--- src/rtl/bounce_pkg.sv ---
// Shared constants and FSM state type for the bouncing-ball sprite engine.
// BOUNCE_SPRITES_COLLIDE_EN adds the COLLIDE state used for ball-to-ball collisions.
package bounce_pkg;

  localparam logic [5:0] COLOR_HEART = 6'b11_00_00;
  localparam logic [5:0] COLOR_RING  = 6'b10_00_00;

  localparam logic [7:0] GLOW_INIT = 8'd10;
  localparam logic [7:0] GLOW_HIT  = 8'd200;
  localparam logic [7:0] GLOW_MIN  = 8'd15;
  localparam logic [7:0] GLOW_STEP = 8'd10;

  localparam logic [7:0] VY_BASE = 8'd17;

`ifdef BOUNCE_SPRITES_COLLIDE_EN
  typedef enum logic [1:0] {IDLE, UPDATE, COLLIDE} state_t;
`else
  typedef enum logic [1:0] {IDLE, UPDATE} state_t;
`endif

endpackage

--- src/rtl/ball_render.sv ---
// Per-ball pixel classifier: bounding box, squared distance to centre,
// and heart/ring membership for one ball at the current (h,v).
module ball_render
  import bounce_pkg::*;
#(
  parameter int RADIUS   = 16,
  parameter int GROUND_Y = 384
) (
  input  logic [9:0] h,
  input  logic [9:0] v,
  input  logic [9:0] x,
  input  logic [9:0] alt,
  input  logic [7:0] glow,
  output logic       heart,
  output logic       ring
);

  localparam logic [12:0] RING_LIM = 13'(RADIUS * RADIUS - 15);

  logic        in_box;
  logic [11:0] y_bot;
  logic [5:0]  dxp, dyp, adx, ady;
  logic [12:0] d2;

  always_comb begin
    y_bot  = 12'(GROUND_Y) - {2'b00, alt};
    in_box = (h >= x) && ({1'b0, h} < {1'b0, x} + 11'(2 * RADIUS)) &&
             ({2'b00, v} < y_bot) && ({2'b00, v} + 12'(2 * RADIUS) >= y_bot);
    // Offsets are only meaningful inside the box, where they fit in 6 signed bits.
    dxp    = 6'(h - x - 10'(RADIUS));
    dyp    = 6'(v + alt + 10'(RADIUS) - 10'(GROUND_Y));
    adx    = dxp[5] ? (6'd0 - dxp) : dxp;
    ady    = dyp[5] ? (6'd0 - dyp) : dyp;
    d2     = 13'(adx) * 13'(adx) + 13'(ady) * 13'(ady);
    heart  = in_box && (d2 < {5'd0, glow});
    ring   = in_box && (d2 < RING_LIM);
  end

endmodule

--- src/rtl/bounce_sprites.sv ---
// Bouncing-ball sprite engine: per-frame physics update plus per-pixel rendering.
// Define BOUNCE_SPRITES_COLLIDE_EN to enable the pairwise ball collision scan.
module bounce_sprites
  import bounce_pkg::*;
#(
  parameter int NUM_BALLS = 3,
  parameter int RADIUS    = 16,
  parameter int GROUND_Y  = 384,
  parameter int FIELD_W   = 640,
  parameter int SPEED_X   = 2,
  parameter int INIT_VEL  = 21
) (
  input  logic       clk,
  input  logic       reset,
  input  logic [9:0] h,
  input  logic [9:0] v,
  input  logic       frame_end,
  output logic [5:0] rgb,
  output logic       hit,
  output logic       busy,
  output logic       bounce_pulse
);

  localparam int            IW    = (NUM_BALLS > 1) ? $clog2(NUM_BALLS) : 1;
  localparam logic [IW-1:0] LAST  = IW'(NUM_BALLS - 1);
  localparam logic [10:0]   X_LIM = 11'(FIELD_W - 2 * RADIUS);
  localparam logic [10:0]   X_SPD = 11'(SPEED_X);

  logic [9:0]        x_reg    [NUM_BALLS];
  logic [9:0]        alt_reg  [NUM_BALLS];
  logic signed [7:0] vy_reg   [NUM_BALLS];
  logic              dir_reg  [NUM_BALLS];
  logic [7:0]        glow_reg [NUM_BALLS];

  state_t        state_reg, state_next;
  logic [IW-1:0] idx_reg, idx_next;
  logic          acc_reg;

`ifdef BOUNCE_SPRITES_COLLIDE_EN
  logic [IW-1:0] pi_reg, pi_next, pj_reg, pj_next;
  logic          pair_last, pair_hit;
  logic [9:0]    dx_pair, da_pair;

  always_comb begin
    pair_last = (pj_reg == LAST) && (pi_reg == IW'(NUM_BALLS - 2));
    dx_pair   = (x_reg[pi_reg] > x_reg[pj_reg]) ? x_reg[pi_reg] - x_reg[pj_reg]
                                                : x_reg[pj_reg] - x_reg[pi_reg];
    da_pair   = (alt_reg[pi_reg] > alt_reg[pj_reg]) ? alt_reg[pi_reg] - alt_reg[pj_reg]
                                                    : alt_reg[pj_reg] - alt_reg[pi_reg];
    pair_hit  = (dx_pair < 10'(2 * RADIUS)) && (da_pair < 10'(2 * RADIUS)) &&
                (dir_reg[pi_reg] != dir_reg[pj_reg]);
  end
`endif

  always_ff @(posedge clk) begin
    if (reset) begin
      state_reg <= IDLE;
      idx_reg   <= '0;
`ifdef BOUNCE_SPRITES_COLLIDE_EN
      pi_reg    <= '0;
      pj_reg    <= '0;
`endif
    end else begin
      state_reg <= state_next;
      idx_reg   <= idx_next;
`ifdef BOUNCE_SPRITES_COLLIDE_EN
      pi_reg    <= pi_next;
      pj_reg    <= pj_next;
`endif
    end
  end

  always_comb begin
    state_next = state_reg;
    idx_next   = idx_reg;
`ifdef BOUNCE_SPRITES_COLLIDE_EN
    pi_next    = pi_reg;
    pj_next    = pj_reg;
`endif
    case (state_reg)
      IDLE: begin
        if (frame_end) begin
          state_next = UPDATE;
          idx_next   = '0;
        end
      end
      UPDATE: begin
        if (idx_reg == LAST) begin
`ifdef BOUNCE_SPRITES_COLLIDE_EN
          state_next = (NUM_BALLS > 1) ? COLLIDE : IDLE;
          pi_next    = '0;
          pj_next    = IW'(1);
`else
          state_next = IDLE;
`endif
        end else begin
          idx_next = idx_reg + 1'b1;
        end
      end
`ifdef BOUNCE_SPRITES_COLLIDE_EN
      COLLIDE: begin
        if (pair_last) begin
          state_next = IDLE;
        end else if (pj_reg == LAST) begin
          pi_next = pi_reg + 1'b1;
          pj_next = pi_reg + IW'(2);
        end else begin
          pj_next = pj_reg + 1'b1;
        end
      end
`endif
      default: state_next = IDLE;
    endcase
  end

  assign busy = (state_reg != IDLE);

  logic [9:0]        cur_x, cur_alt, nx, nalt;
  logic signed [7:0] cur_vy, nvy;
  logic              cur_dir, ndir, ground, edge_hit;
  logic [7:0]        cur_glow, nglow;
  logic [8:0]        neg_vy;
  logic [10:0]       x_sum;

  always_comb begin
    cur_x    = x_reg[idx_reg];
    cur_alt  = alt_reg[idx_reg];
    cur_vy   = vy_reg[idx_reg];
    cur_dir  = dir_reg[idx_reg];
    cur_glow = glow_reg[idx_reg];

    // Bounce velocity is seeded from the pre-update x so balls desynchronise.
    neg_vy = 9'd0 - {cur_vy[7], cur_vy};
    ground = cur_vy[7] && ({1'b0, cur_alt} <= {2'b00, neg_vy});
    if (ground) begin
      nalt = '0;
      nvy  = VY_BASE + {5'd0, cur_x[2:0]};
    end else begin
      nalt = cur_alt + {{2{cur_vy[7]}}, cur_vy};
      nvy  = cur_vy - 8'sd1;
    end

    x_sum = {1'b0, cur_x} + X_SPD;
    if (cur_dir) begin
      edge_hit = (x_sum >= X_LIM);
      nx       = edge_hit ? X_LIM[9:0] : x_sum[9:0];
      ndir     = !edge_hit;
    end else begin
      edge_hit = ({1'b0, cur_x} <= X_SPD);
      nx       = ({1'b0, cur_x} < X_SPD) ? 10'd0 : cur_x - X_SPD[9:0];
      ndir     = edge_hit;
    end

    if (ground || edge_hit)      nglow = GLOW_HIT;
    else if (cur_glow > GLOW_MIN) nglow = cur_glow - GLOW_STEP;
    else                          nglow = cur_glow;
  end

  always_ff @(posedge clk) begin
    if (reset) begin
      for (int i = 0; i < NUM_BALLS; i++) begin
        x_reg[i]    <= 10'(i * (FIELD_W / NUM_BALLS));
        alt_reg[i]  <= '0;
        vy_reg[i]   <= 8'(INIT_VEL - 2 * i);
        dir_reg[i]  <= (i % 2 == 0);
        glow_reg[i] <= GLOW_INIT;
      end
      acc_reg      <= 1'b0;
      bounce_pulse <= 1'b0;
    end else begin
      bounce_pulse <= 1'b0;
      if (state_reg == UPDATE) begin
        x_reg[idx_reg]    <= nx;
        alt_reg[idx_reg]  <= nalt;
        vy_reg[idx_reg]   <= nvy;
        dir_reg[idx_reg]  <= ndir;
        glow_reg[idx_reg] <= nglow;
        // One pulse per update pass, however many balls bounced.
        if (idx_reg == LAST) begin
          bounce_pulse <= acc_reg | ground | edge_hit;
          acc_reg      <= 1'b0;
        end else begin
          acc_reg <= acc_reg | ground | edge_hit;
        end
      end
`ifdef BOUNCE_SPRITES_COLLIDE_EN
      if (state_reg == COLLIDE && pair_hit) begin
        dir_reg[pi_reg]  <= ~dir_reg[pi_reg];
        dir_reg[pj_reg]  <= ~dir_reg[pj_reg];
        glow_reg[pi_reg] <= GLOW_HIT;
        glow_reg[pj_reg] <= GLOW_HIT;
      end
`endif
    end
  end

  logic [NUM_BALLS-1:0] heart_vec, ring_vec;
  logic [5:0]           rgb_next;
  logic                 hit_next;

  generate
    for (genvar gi = 0; gi < NUM_BALLS; gi++) begin : g_render
      ball_render #(.RADIUS(RADIUS), .GROUND_Y(GROUND_Y)) u_render (
        .h     (h),
        .v     (v),
        .x     (x_reg[gi]),
        .alt   (alt_reg[gi]),
        .glow  (glow_reg[gi]),
        .heart (heart_vec[gi]),
        .ring  (ring_vec[gi])
      );
    end
  endgenerate

  // Scan from the highest index down so the lowest-index ball ends on top.
  always_comb begin
    rgb_next = 6'd0;
    hit_next = 1'b0;
    for (int i = NUM_BALLS - 1; i >= 0; i--) begin
      if (heart_vec[i]) begin
        rgb_next = COLOR_HEART;
        hit_next = 1'b1;
      end else if (ring_vec[i]) begin
        rgb_next = COLOR_RING;
        hit_next = 1'b1;
      end
    end
  end

  always_ff @(posedge clk) begin
    if (reset) begin
      rgb <= 6'd0;
      hit <= 1'b0;
    end else begin
      rgb <= rgb_next;
      hit <= hit_next;
    end
  end

endmodule

--- config.mk ---
export PLATFORM = sky130hd
export DESIGN_NAME = bounce_sprites
export DESIGN_NICKNAME = d
export VERILOG_FILES = /design/src/rtl/bounce_pkg.sv /design/src/rtl/ball_render.sv /design/src/rtl/bounce_sprites.sv
export SDC_FILE = /design/constraint.sdc
export NUM_CORES = 1
export LEC_CHECK = 0
export CORE_MARGIN = 1.5
export CORE_UTILIZATION = 35
export CTS_CLUSTER_SIZE = 16
export DETAILED_ROUTE_END_ITERATION = 7
export GPL_TIMING_DRIVEN = 1
export HOLD_SLACK_MARGIN = 0.02
export MAX_ROUTING_LAYER = met4
export PLACE_DENSITY_LB_ADDON = 0.05
export SYNTH_ARGS = -nofsm -noshare
export SYNTH_HDL_FRONTEND = slang
export SYNTH_SLANG_ARGS = --single-unit
--- constraint.sdc ---
create_clock -name clk -period 8.53 [get_ports clk]
set_input_delay 0.853 -clock clk [delete_from_list [all_inputs] [get_ports clk]]
set_output_delay 0.853 -clock clk [all_outputs]
set_load 0.01 [all_outputs]
==> qor.yml, run 1 <==
timing:
  setup_violations: 0
  hold_viol: 0
  fin_crit_ps: 8146
  fmax_mhz: 122.8
  tightest_slew_ps: 864.9
  maxSlewHeadroom_pct: 40.85
  rsz0062_at_grt: "false"
  worst_hold_slack_ps: 462.4
  maxSlewViolCount: 0
  fin_crit_sh_pct: 95.50
  timing.setup.tns_ps: 0
  clock_skew_ps: 14.16
global_routing:
  grt_antenna_before_repair: 0
  use_met2_pct: 34.82
  grtUsageMet1_pct: 26.95
  grt_start_max_net_pins: 32
  grt.overflow.total: 0
  use_met3_pct: 1.952
  grt.busiest_layer: "met2"
  grt_pass1_wl_mm: 82.16
  grtUsageTotal_pct: 20.88
  first_global_vias: 14330
critical_path:
  critical_path_class: "in -> reg"
  worstPathMaxFanout: 5
  cp_data_required_time_ps: 8900
  crit_slowest_cell: "or4b_4"
  worst_ep_arrival_time_ps: 8520
  critPathCaptureType: "flop"
  r2r_start: "alt_reg[0][1]$_SDFFCE_PN0P_"
  worst-path-buf-inv: 8
  cp_slowest_stage_delay_ps: 550
  path_delay_family: "adder cells"
  crit_path_start: "h[1]"
  cp-start-kind: "primary input"
logic_synthesis:
  netlist_area_mm2: 0.01810
  ys_top_cells_by_count: "325 x inv_1, 269 x ha_1, 199 x nor2_1"
  async_reset_ff_share_pct: 0
  synth-edff-count: 146
  yosys_most_used_dff: "edfxtp_1"
  yosysSeqAreaShare_pct: 25.44
  synth_top_area_cell: "edfxtp_1"
  synth_top_area_share_pct: 24.22
  synth_cell_types: 77
  synth_cells: 1869
  synth.most_common_cell: "inv_1"
  yosysWarnings: 0
  syn_area_per_cell_um2: 9.684
  ys_ff_latch: 157
  synth_area_leaders: "edfxtp_1 24%, ha_1 19%, fa_1 13%"
job:
  cap_viol_max_count: 0
placed_design:
  io_buffers: 27
  hpwl_mm: 43.39
  gp_congestion: 0.8581
  dpl_cell_area_mm2: 0.02022
clock_tree:
  cts_htree_levels: 4
  cts_tree: "yes"
  holdBufCountCts: 0
  numCtsBuffers: 17
  cts_root_buf: "clkbuf_16"
  clkSinkCount: 157
  clk_pin_slew_ps: 70
  clockBufferDepth: 2
  clk_latency_ps: 450
routing:
  drc: 0
  drtPass1Iterations: 5
  vias: 13530
  wirelength_mm: 51.68
  avgViaCountPerCell: 4.940
  wl_per_cell_um: 18.87
  detail-route-antenna-nets: 0
  drt_iter0_markers: 651
cells_and_area:
  regArea_mm2: 0.004607
  drive_above_1_share_pct: 14.24
  diodes: 0
  synthToLayoutAreaGrowth_pct: 16.35
  nets: 2459
  finish.instance_area_mm2: 0.02106
  multi_input_area_mm2: 0.01240
  nFillCells: 5145
floorplanning:
  start_util_pct: 35.35
  die_y_um: 230.4
  die_area_mm2: 0.05308
  coreArea_mm2: 0.05120
  ios: 32
  die_x_um: 230.4
  rows: 83
min_path:
  hp-start: "acc_reg$_SDFFE_PP0P_"
  hp-class: "reg -> reg"
run_status:
  status: "finished, final reports clean"
==> kinds of logic after synthesis <==
| family | synth area share, % |
|---|---|
| AND/OR/NAND/NOR | 13.77 |
| XOR/XNOR | 5.952 |
| multiplexers | 5.282 |
| buffers and inverters | 7.598 |
| adder cells (fa/ha/maj) | 31.98 |
| AO/OA/AOI/OAI | 9.935 |
| flip-flops | 25.44 |
| other | 0.04149 |
==> stage by stage <==
step / utilization (%) / instances / setup WS (ps)
after floorplan: - / 1883 / 551.4
after global placement: 39.50 / 2705 / -675.2
after detailed placement: 39.50 / 2705 / -732.0
after CTS: 40.76 / 2736 / 51.67
after global routing: 41.13 / 2738 / 7.775
final: 41.13 / 2738 / 384.2
==> per-layer routing <==
metal	vias to the layer above	wire [µm]
met5	-	0
met4	0	1354
met3	52	1434
met2	176	24640
met1	6581	24250
li1	6716	-
==> cell type report <==
type / count / share of cell area, %
Clock buffer: 18 / 2.038
Tap cell: 680 / 4.040
Clock inverter: 13 / 0.8140
Inverter: 325 / 5.793
Multi-Input combinational cell: 1370 / 58.88
Timing Repair Buffer: 175 / 6.560
Sequential cell: 157 / 21.88
==> timing repair <==
action,4_1_cts,5_1_grt
gates resized for setup,7,39
buffers inserted,0,2
pin swaps,6,21
endpoints found under the setup margin,2,2
==> cells in the final DEF, fill, tap and decap left out, types with 6 or more instances in the layout <==
master and instances:
inv_1 325, ha_1 267, nor2_1 196, buf_4 148, edfxtp_1 146, fa_1 115, nand2_1 96, a21oi_1 71
xnor2_1 66, o21ai_0 50, xor2_1 48, nor3_1 38, mux4_2 37, nand3_1 36, a21o_1 27, clkdlybuf4s50_1 27
or2_2 25, nand2b_1 24, nor2b_1 21, clkbuf_16 17, conb_1 16, a31oi_1 14, a211oi_1 13, o21bai_1 12
and3_1 12, o21a_1 11, a211o_1 10, nor4_1 10, mux2i_1 9, dfxtp_1 9, nand4_1 8, xnor2_2 8
or3_1 7, o211ai_1 7, a2111oi_0 6, fa_2 6
==> worst reg2reg max path, stage by stage (launching register included) <==
cell and delay [ps]:
edfxtp_1 500, ha_1 330, ha_1 210, fa_1 400, a21o_1 180, a21oi_2 170
xnor2_2 150, o21ai_1 110, xor2_1 170, or2_2 310, fa_2 580, fa_2 470
fa_1 540, inv_1 50, fa_1 530, inv_1 60, fa_1 540, inv_1 70
fa_1 450, a211o_1 330, a21o_1 200, a2111o_1 420, nand3_1 70, nor4b_2 180
nand4_1 220, o32a_1 220, a211oi_1 210
==> path summary, 6_finish.rpt <==
kind / to / slack, ps / depth (start not counted)
setup / recovery: rgb[5]$_SDFF_PP0_ / 380 / 32
hold / removal: acc_reg$_SDFFE_PP0P_ / 460 / 2
hold reg to reg: acc_reg$_SDFFE_PP0P_ / 460 / 2
setup reg to reg: rgb[4]$_SDFF_PP0_ / 770 / 26
Power of run 1 is left out: the tool's default activity adds up to more than one toggle a clock period on the data nets, which glitch-free logic cannot reach.
==> run 2, diff against run 1 <==
- CTS_CLUSTER_DIAMETER: not set -> 40
==> results of run 2 <==
Same layout as run 1: the final DEF is identical, and so are final timing and power.
Power of run 2 is left out for the same reason.
==> run 3, diff against run 2 <==
- SLEW_MARGIN: not set -> 20
- SYNTH_HIERARCHICAL: not set -> 1
- clock period: 8.53 -> 6.81 ns (I/O delays scaled with it)
==> run 3 against run 2 <==
The run now ends with setup timing left. Register-to-register slack worse by 1400 ps. Final cell count is 7.7% higher. Sequential share of layout area is 2.0 points lower. Worst setup slack worse by 990 ps. Non-clock buffer count is 140 higher. Cell area is 10% higher. Worst hold slack better by 19 ps. Synthesized area is 2.3% higher. Largest cell class unchanged. Highest routed layer unchanged.
==> qor.yml, run 3 <==
global_routing:
  grtUsageTotal_pct: 21.98
  first_global_vias: 15160
  grt.overflow.total: 0
  grt_start_max_net_pins: 38
  grt_pass1_wl_mm: 87.46
  grt_antenna_before_repair: 0
logic_synthesis:
  yosys_most_used_dff: "edfxtp_1"
  yosysSeqAreaShare_pct: 24.87
  syn_area_per_cell_um2: 9.543
  ys_ff_latch: 157
  synth.most_common_cell: "inv_1"
  async_reset_ff_share_pct: 0
  synth_cells: 1940
  synth_cell_types: 86
  ys_top_cells_by_count: "340 x inv_1, 272 x ha_1, 201 x nor2_1"
  synth-edff-count: 146
  netlist_area_mm2: 0.01851
  yosysWarnings: 6
  synth_top_area_share_pct: 23.68
  synth_area_leaders: "edfxtp_1 24%, ha_1 18%, fa_1 13%"
  synth_top_area_cell: "edfxtp_1"
timing:
  rsz0062_at_grt: "true"
  clock_skew_ps: 11.00
  fmax_mhz: 134.9
  tightest_slew_ps: 1134
  fin_crit_sh_pct: 108.9
  setup_violations: 2
  maxSlewHeadroom_pct: 22.43
  worst_hold_slack_ps: 481.9
  fin_crit_ps: 7414
  hold_viol: 0
  maxSlewViolCount: 0
  fin_ws_ps: -604.3
floorplanning:
  ios: 32
  rows: 84
  die_y_um: 233.0
  die_x_um: 233.0
  coreArea_mm2: 0.05245
  start_util_pct: 35.30
  die_area_mm2: 0.05429
clock_tree:
  clkSinkCount: 157
  cts_root_buf: "clkbuf_16"
  clk_pin_slew_ps: 70
  cts_tree: "yes"
  clockBufferDepth: 2
  clk_latency_ps: 440
  numCtsBuffers: 17
  cts_htree_levels: 4
routing:
  avgViaCountPerCell: 4.899
  drc: 0
  detail-route-antenna-nets: 0
  wl_per_cell_um: 18.77
  drt_iter0_markers: 679
  drtPass1Iterations: 5
  vias: 14450
  wirelength_mm: 55.35
cells_and_area:
  drive_above_1_share_pct: 24.37
  nets: 2664
  final_cell_mix: "328 x inv_1, 286 x buf_4, 245 x ha_1"
  final_common_cell: "inv_1"
  synthToLayoutAreaGrowth_pct: 25.26
  diodes: 0
critical_path:
  worstPathMaxFanout: 7
  cp_slowest_stage_delay_ps: 550
  rr_worst_depth: 29
  r2r_start: "alt_reg[1][1]$_SDFFCE_PN0P_"
  crit_slowest_cell: "fa_1"
  timing.rr.end: "rgb[4]$_SDFF_PP0_"
  crit_top_cell: "fa_1"
  critical_path_class: "reg -> reg"
  cp-start-kind: "flop"
  rrSetupSlack_ps: -600
  critPathCaptureType: "flop"
  worst_ep_arrival_time_ps: 7730
  cp_data_required_time_ps: 7120
job:
  cap_viol_max_count: 0
run_status:
  violations: "setup timing"
  status: "finished with violations"
min_path:
  hp-start: "acc_reg$_SDFFE_PP0P_"
  hp-class: "reg -> reg"
  whs_endpoint: "acc_reg$_SDFFE_PP0P_"
  holdPathStages: 2
placed_design:
  place_ws_ps: -1626
  io_buffers: 27
  gp_congestion: 0.9014
  hpwl_mm: 46.01
run 3: cell types whose count changed after synthesis, sizes merged, moves of 7 or more:
cell    change
a211o       -7
a21oi      +14
a31oi      -11
inv        +16
nand2      +16
nand3       +9
nand4       +7
o21ai       +8
o21bai      -7
run 3: cell families after synthesis:
group,synth area share [%]
simple gates,14.89
fa+ha+maj,31.47
buf+inv,7.826
compound gates,9.543
flops,24.87
xor+xnor,6.143
mux,5.116
other cells,0.1419
run 3: critical path, delay by kind of cell (launching register included):
family | cells | cell delay (ps)
buf+inv | 4 | 350
fa+ha+maj | 8 | 3070
flops | 1 | 540
simple gates | 7 | 1490
xor+xnor | 3 | 570
compound gates | 7 | 1290
run 3: layout make-up:
type / instances / area [µm²]
repair buffers: 315 / 2441
clock inverters: 14 / 181.4
well taps: 688 / 860.8
inverters: 341 / 1280
multi-input cells: 1416 / 13390
fillers: 5166 / 29250
flip-flops and latches: 157 / 4607
clock buffers: 18 / 429.2
run 3: layer usage:
metal  global-route usage, %  up-vias  routed length (µm)
li1                        -     7184                   -
met1                   29.92     7027               27360
met2                   33.94      185               24710
met3                   3.199       51                1870
met4                   6.290        0                1415
met5                       -        -                   0
run 3: metrics by stage:
step | std cells | cell area [µm²] | TNS (ps) | utilization, %
CTS | 2941 | 22890 | -1402 | 43.64
global placement | 2896 | 21950 | -3096 | 41.85
detailed placement | 2896 | 21950 | -3249 | 41.85
floorplan | 1949 | 18940 | -695.4 | -
finish | 2949 | 23190 | -1187 | 44.22
global route | 2949 | 23190 | -1881 | 44.22
run 3: repair_timing:
action / CTS / global route
setup endpoints to repair: 2 / 2
pin swaps: 47 / 59
gates resized for setup: 54 / 58
hold buffers: 0 / 0
setup buffers: 13 / 8
run 3: worst max-delay path by stage:
stage	slack, ps	start	endpoint
2_1_floorplan	-390	v[1]	rgb[4]$_SDFF_PP0_
3_3_place_gp	-1580	v[0]	rgb[4]$_SDFF_PP0_
3_5_place_dp	-1630	h[1]	rgb[4]$_SDFF_PP0_
4_1_cts	-700	alt_reg[0][1]$_SDFFCE_PN0P_	rgb[5]$_SDFF_PP0_
5_1_grt	-960	alt_reg[1][1]$_SDFFCE_PN0P_	rgb[4]$_SDFF_PP0_
6_report	-600	alt_reg[1][1]$_SDFFCE_PN0P_	rgb[4]$_SDFF_PP0_
Power of run 3 is left out for the same reason.
==> edit 1: new RTL, config.mk and constraints of run 3 <==
Build with the macro `BOUNCE_SPRITES_COLLIDE_EN` defined.
--- a/src/rtl/bounce_pkg.sv
+++ b/src/rtl/bounce_pkg.sv
@@ -2,2 +2,4 @@
 // BOUNCE_SPRITES_COLLIDE_EN adds the COLLIDE state used for ball-to-ball collisions.
+`define BOUNCE_SPRITES_COLLIDE_EN
+
 package bounce_pkg;
Behaviour: not the same (Yosys sat finds a counterexample within 10 cycles, from zero or initial values and one cycle with reset high).
==> edit 1 against run 3 <==
  * Core utilization down 0.34 points
  * Sequential cell count up 9
  * Critical path depth increased by 3
  * Die area increased by 17%
  * Setup slack lost 0.053 ns
  * First-iteration DRC count increased by 80%
  * Synthesized cell count increased by 21%
  * Design area rose by 15%
  * Non-clock buffer count up 34
  * The run still ends with negative setup slack left
  * Wire length rose by 27%
  * Area after synthesis increased by 17%
Power is not shown: default switching activity piles up to over one toggle a cycle in this logic, so the estimate is an artifact.
==> edit 1: results (changes against run 3) <==
{| class="wikitable"
! Metric !! Value
|-
| Pin count of the biggest net entering global routing || 30 (-21%)
|-
| Maximum root-to-sink buffer count || 2 (unchanged)
|-
| Drt pass-1 iters || 7 (+2)
|-
| Hold Startpoint || glow_reg[3][6]
|-
| Cell with the biggest individual delay on the critical path || fa_1
|-
| Final RePlAce weighted congestion || 0.914 (+1.4%)
|-
| Setup WS post-layout || -0.658 ns (-0.0534 ns)
|-
| Met3 track demand over resource || 2.69% (-0.51 points)
|-
| Cell types with the highest counts after synthesis || 382 x inv_1, 311 x ha_1, 230 x nor2_1
|-
| Post_cts resized || 69 (+28%)
|-
| Met2 demand-to-capacity share in global routing || 37.7% (+3.7 points)
|-
| Via count normalized by instance count || 5.22 (+6.5%)
|-
| Total Neg Setup Slack || -1.29 ns (-0.104 ns)
|-
| R2R Path End || rgb[5]
|-
| Worst-case hold path end point || glow_reg[3][6]
|-
| Site Rows || 90 (+7.1%)
|-
| Routed length per instance || 20.3 µm (+8.4%)
|-
| Run status || complete, but fails checks
|-
| First-pass GRT wire length || 109,000 µm (+24%)
|-
| Highest fanout seen on the critical path || 3 (-4)
|-
| GRT Overall Usage || 23.3% (+1.3 points)
|-
| Largest cells by area after synthesis || ha_1 18%, edfxtp_1 16%, fa_1 11%
|-
| Number of placed instances, taps included || 3,398 (+17%)
|-
| Amount of wire on met2 after detailed routing || 33,300 µm (+35%)
|-
| Final layout net count || 3,120 (+17%)
|-
| R2r setup slk || -0.62 ns (-0.02 ns)
|-
| Final Skew || 0.0139 ns (+0.00292 ns)
|-
| Max transition margin || 34.9% (+13 points)
|-
| Number of inserted diodes || 0 (unchanged)
|-
| Post-synthesis area per instance || 9.26 µm² (-3.0%)
|-
| Proportion of layout cells with a drive suffix above 1 || 24.1% (-0.28 points)
|-
| Violations in the final reports || negative setup slack
|-
| Total length of routed wires || 70,400 µm (+27%)
|-
| Met1 routing resource usage after global routing || 31.5% (+1.6 points)
|-
| Clock latency on the worst-skew pair || approximately 0.45 ns
|-
| Wire length the detailed router placed on met1 || 33,100 µm (+21%)
|-
| Number of flops mapped to enable cells by yosys || 114 (-22%)
|-
| Final count of negative-setup-slack endpoints || 2 (unchanged)
|-
| Filler cell count || 5,990 (+16%)
|-
| Worst path arrival time || 7.81 ns (+0.08 ns)
|-
| Initial drt markers || 1,221 (+80%)
|-
| Netlist cell types || 98 (+14%)
|-
| Routed length on met3 || 2900 µm (+55%)
|-
| Depth of the worst register-to-register path || 28 (-3.4%)
|-
| Post-CTS repair timing setup buffer count || 22 (+9)
|-
| DP HPWL || 57,700 µm (+25%)
|-
| R2R Path Start || alt_reg[2][1]
|-
| Vias in the first global route || 18,358 (+21%)
|-
| Fraction of the yosys area taken by sequential cells || 20.6% (-4.3 points)
|}
## edit 1: cell count changes in the layout (fill, tap and decap cells not counted), moves of 12 or more
cell / run 3 / this run
nand3_1: 44 / 62
and3_1: 6 / 18
ha_1: 245 / 289
mux4_2: 36 / 79
inv_1: 328 / 368
buf_4: 286 / 311
a21oi_1: 73 / 100
edfxtp_1: 146 / 114
dfxtp_1: 9 / 49
nand2_1: 110 / 131
nor2_1: 195 / 222
## edit 1: area by class of cell
type	count	area share (%)
inverters	383	5.40
well taps	782	3.67
clock buffers	18	1.61
flip-flops and latches	166	16.8
multi-input cells	1748	61.8
repair buffers	349	10.3
clock inverters	14	0.470
## edit 1: metrics by stage
| stage | hold WS [ns] | cell area [µm²] | worst slack [ns] |
|---|---|---|---|
| floorplan | 0.427 | 22200 | -0.240 |
| global placement | 0.448 | 25400 | -1.60 |
| detailed placement | 0.451 | 25400 | -1.62 |
| CTS | 0.462 | 26400 | -0.727 |
| global route | 0.469 | 26600 | -0.981 |
| finish | 0.465 | 26600 | -0.658 |
## edit 1: worst max path at each step
stage                   from     end  slack [ns]  cells past startpoint
2_1_floorplan           h[1]  rgb[4]       -0.24                     31
3_3_place_gp            h[1]  rgb[5]       -1.60                     31
3_5_place_dp            h[1]  rgb[5]       -1.62                     32
4_1_cts        alt_reg[0][1]  rgb[4]       -0.73                     28
5_1_grt                 v[1]  rgb[4]       -0.98                     35
6_report                v[1]  rgb[4]       -0.66                     32
## edit 1: kinds of logic after synthesis
group           after synthesis  share of synthesized area, %
other cells                   7                         0.121
mux                         105                          9.48
flops                       166                          20.6
fa+ha+maj                   432                          29.2
simple gates                690                          15.7
compound gates              371                          11.5
xor+xnor                    134                          5.66
buf+inv                     434                          7.77
==> edit 2: new RTL, config.mk and constraints of run 3 <==
Without the edit above. Register the output `rgb` once more, cleared by the reset; this adds one clock of latency there. The other outputs are not delayed to match.
--- a/src/rtl/bounce_sprites.sv
+++ b/src/rtl/bounce_sprites.sv
@@ -28,2 +28,4 @@
 
+  logic [5:0] rgb_s0;
+
   logic [9:0]        x_reg    [NUM_BALLS];
@@ -231,6 +233,6 @@
     if (reset) begin
-      rgb <= 6'd0;
+      rgb_s0 <= 6'd0;
       hit <= 1'b0;
     end else begin
-      rgb <= rgb_next;
+      rgb_s0 <= rgb_next;
       hit <= hit_next;
@@ -239,2 +241,10 @@
 
+  always_ff @(posedge clk) begin
+    if (reset) begin
+      rgb <= '0;
+    end else begin
+      rgb <= rgb_s0;
+    end
+  end
+
 endmodule
Function: changed (a bounded check fails within 4 cycles, from zero or initial values and one cycle with reset high).
==> edit 2 against run 3 <==
  * The flow still finishes with violations (negative setup slack)
  * Die area rose by 0.33%
  * Wire length rose by 2.1%
  * Synthesized cell count barely moved
  * Sequential cell count up 2
  * Sequential share of layout area about the same
  * Setup slack worse by 0.12 ns
  * Area after synthesis rose by 0.33%
  * Critical path depth grew 2
  * First-iteration DRC count grew 13%
  * Design area is 1.1% higher
  * Critical endpoint is now hit
Power is not shown: default switching activity piles up to over one toggle a cycle in this logic, so the estimate is an artifact.
==> edit 2: results (changes against run 3) <==
{| class="wikitable"
! Metric !! Value
|-
| Run status || complete, but fails checks
|-
| Adder and majority gate portion of the synthesized area || 31.4% (-0.10 points)
|-
| Worst-case hold path end point || rgb[4]
|-
| Fraction of the yosys area taken by sequential cells || 25.0% (+0.13 points)
|-
| Vias in the first global route || 15,068 (-0.57%)
|-
| Met2 demand-to-capacity share in global routing || 35.2% (+1.3 points)
|-
| Total Neg Setup Slack || -1.43 ns (-0.247 ns)
|-
| Cell types with the highest counts after synthesis || 340 x inv_1, 272 x ha_1, 193 x nor2_1
|-
| Post-synthesis area per instance || 9.57 µm² (+0.28%)
|-
| Pin slew with the least headroom to its limit || 0.863 ns (-0.271 ns)
|-
| GRT Overall Usage || 22.2% (+0.22 points)
|-
| Wire length the detailed router placed on met1 || 28,100 µm (+2.8%)
|-
| Final count of negative-setup-slack endpoints || 2 (unchanged)
|-
| Termination of the worst setup path || hit
|-
| R2r setup slk || -0.67 ns (-0.07 ns)
|-
| First-pass GRT wire length || 88,300 µm (+0.95%)
|-
| Final Skew || 0.0122 ns (+0.00115 ns)
|-
| Proportion of layout cells with a drive suffix above 1 || 24.6% (+0.20 points)
|-
| Routed length on met3 || 1320 µm (-29%)
|-
| Share of synthesized area spent on multiplexers || 5.45% (+0.33 points)
|-
| Final RePlAce weighted congestion || 0.855 (-5.2%)
|-
| Amount of wire on met2 after detailed routing || 26,200 µm (+6.2%)
|-
| Number of placed instances, taps included || 2,901 (+0.17%)
|-
| Hold Startpoint || rgb_s0[4]
|-
| Violations in the final reports || negative setup slack
|-
| Share of the synthesized area in compound gates (AO/OA/AOI/OAI) || 9.81% (+0.26 points)
|-
| Final standard cell count with taps included and fillers excluded || 2,955 (+0.20%)
|-
| Pin count of the biggest net entering global routing || 35 (-7.9%)
|-
| Xor-xnor portion of the synthesized cell area || 6.14% (about the same)
|-
| Smallest hold slack || 0.460 ns (-0.0221 ns)
|-
| Setup WS post-layout || -0.726 ns (-0.121 ns)
|}
-- edit 2: cell count changes in the layout (fill, tap and decap cells not counted), moves of 5 or more --
| cell | change |
|---|---|
| nand2_1 | +13 |
| or4_1 | -5 |
| nand2b_1 | -7 |
| nor2_1 | -9 |
| o21ai_0 | -8 |
| buf_6 | +16 |
| nor3_1 | -5 |
| buf_4 | -15 |
-- edit 2: what timing repair did --
| action | CTS | global route |
|---|---|---|
| hold buffers | 0 | 0 |
| gates resized for setup | 78 | 59 |
| setup endpoints to repair | 2 | 2 |
| setup buffers | 13 | 9 |
| pin swaps | 49 | 76 |
-- edit 2: cell type report --
cell class | count | area, µm² | area share (%)
Clock inverter | 14 | 143 | 0.609
Tap cell | 688 | 861 | 3.67
Clock buffer | 18 | 429 | 1.83
Multi-Input combinational cell | 1418 | 13500 | 57.8
Sequential cell | 159 | 4650 | 19.8
Inverter | 341 | 1280 | 5.46
Timing Repair Buffer | 317 | 2530 | 10.8
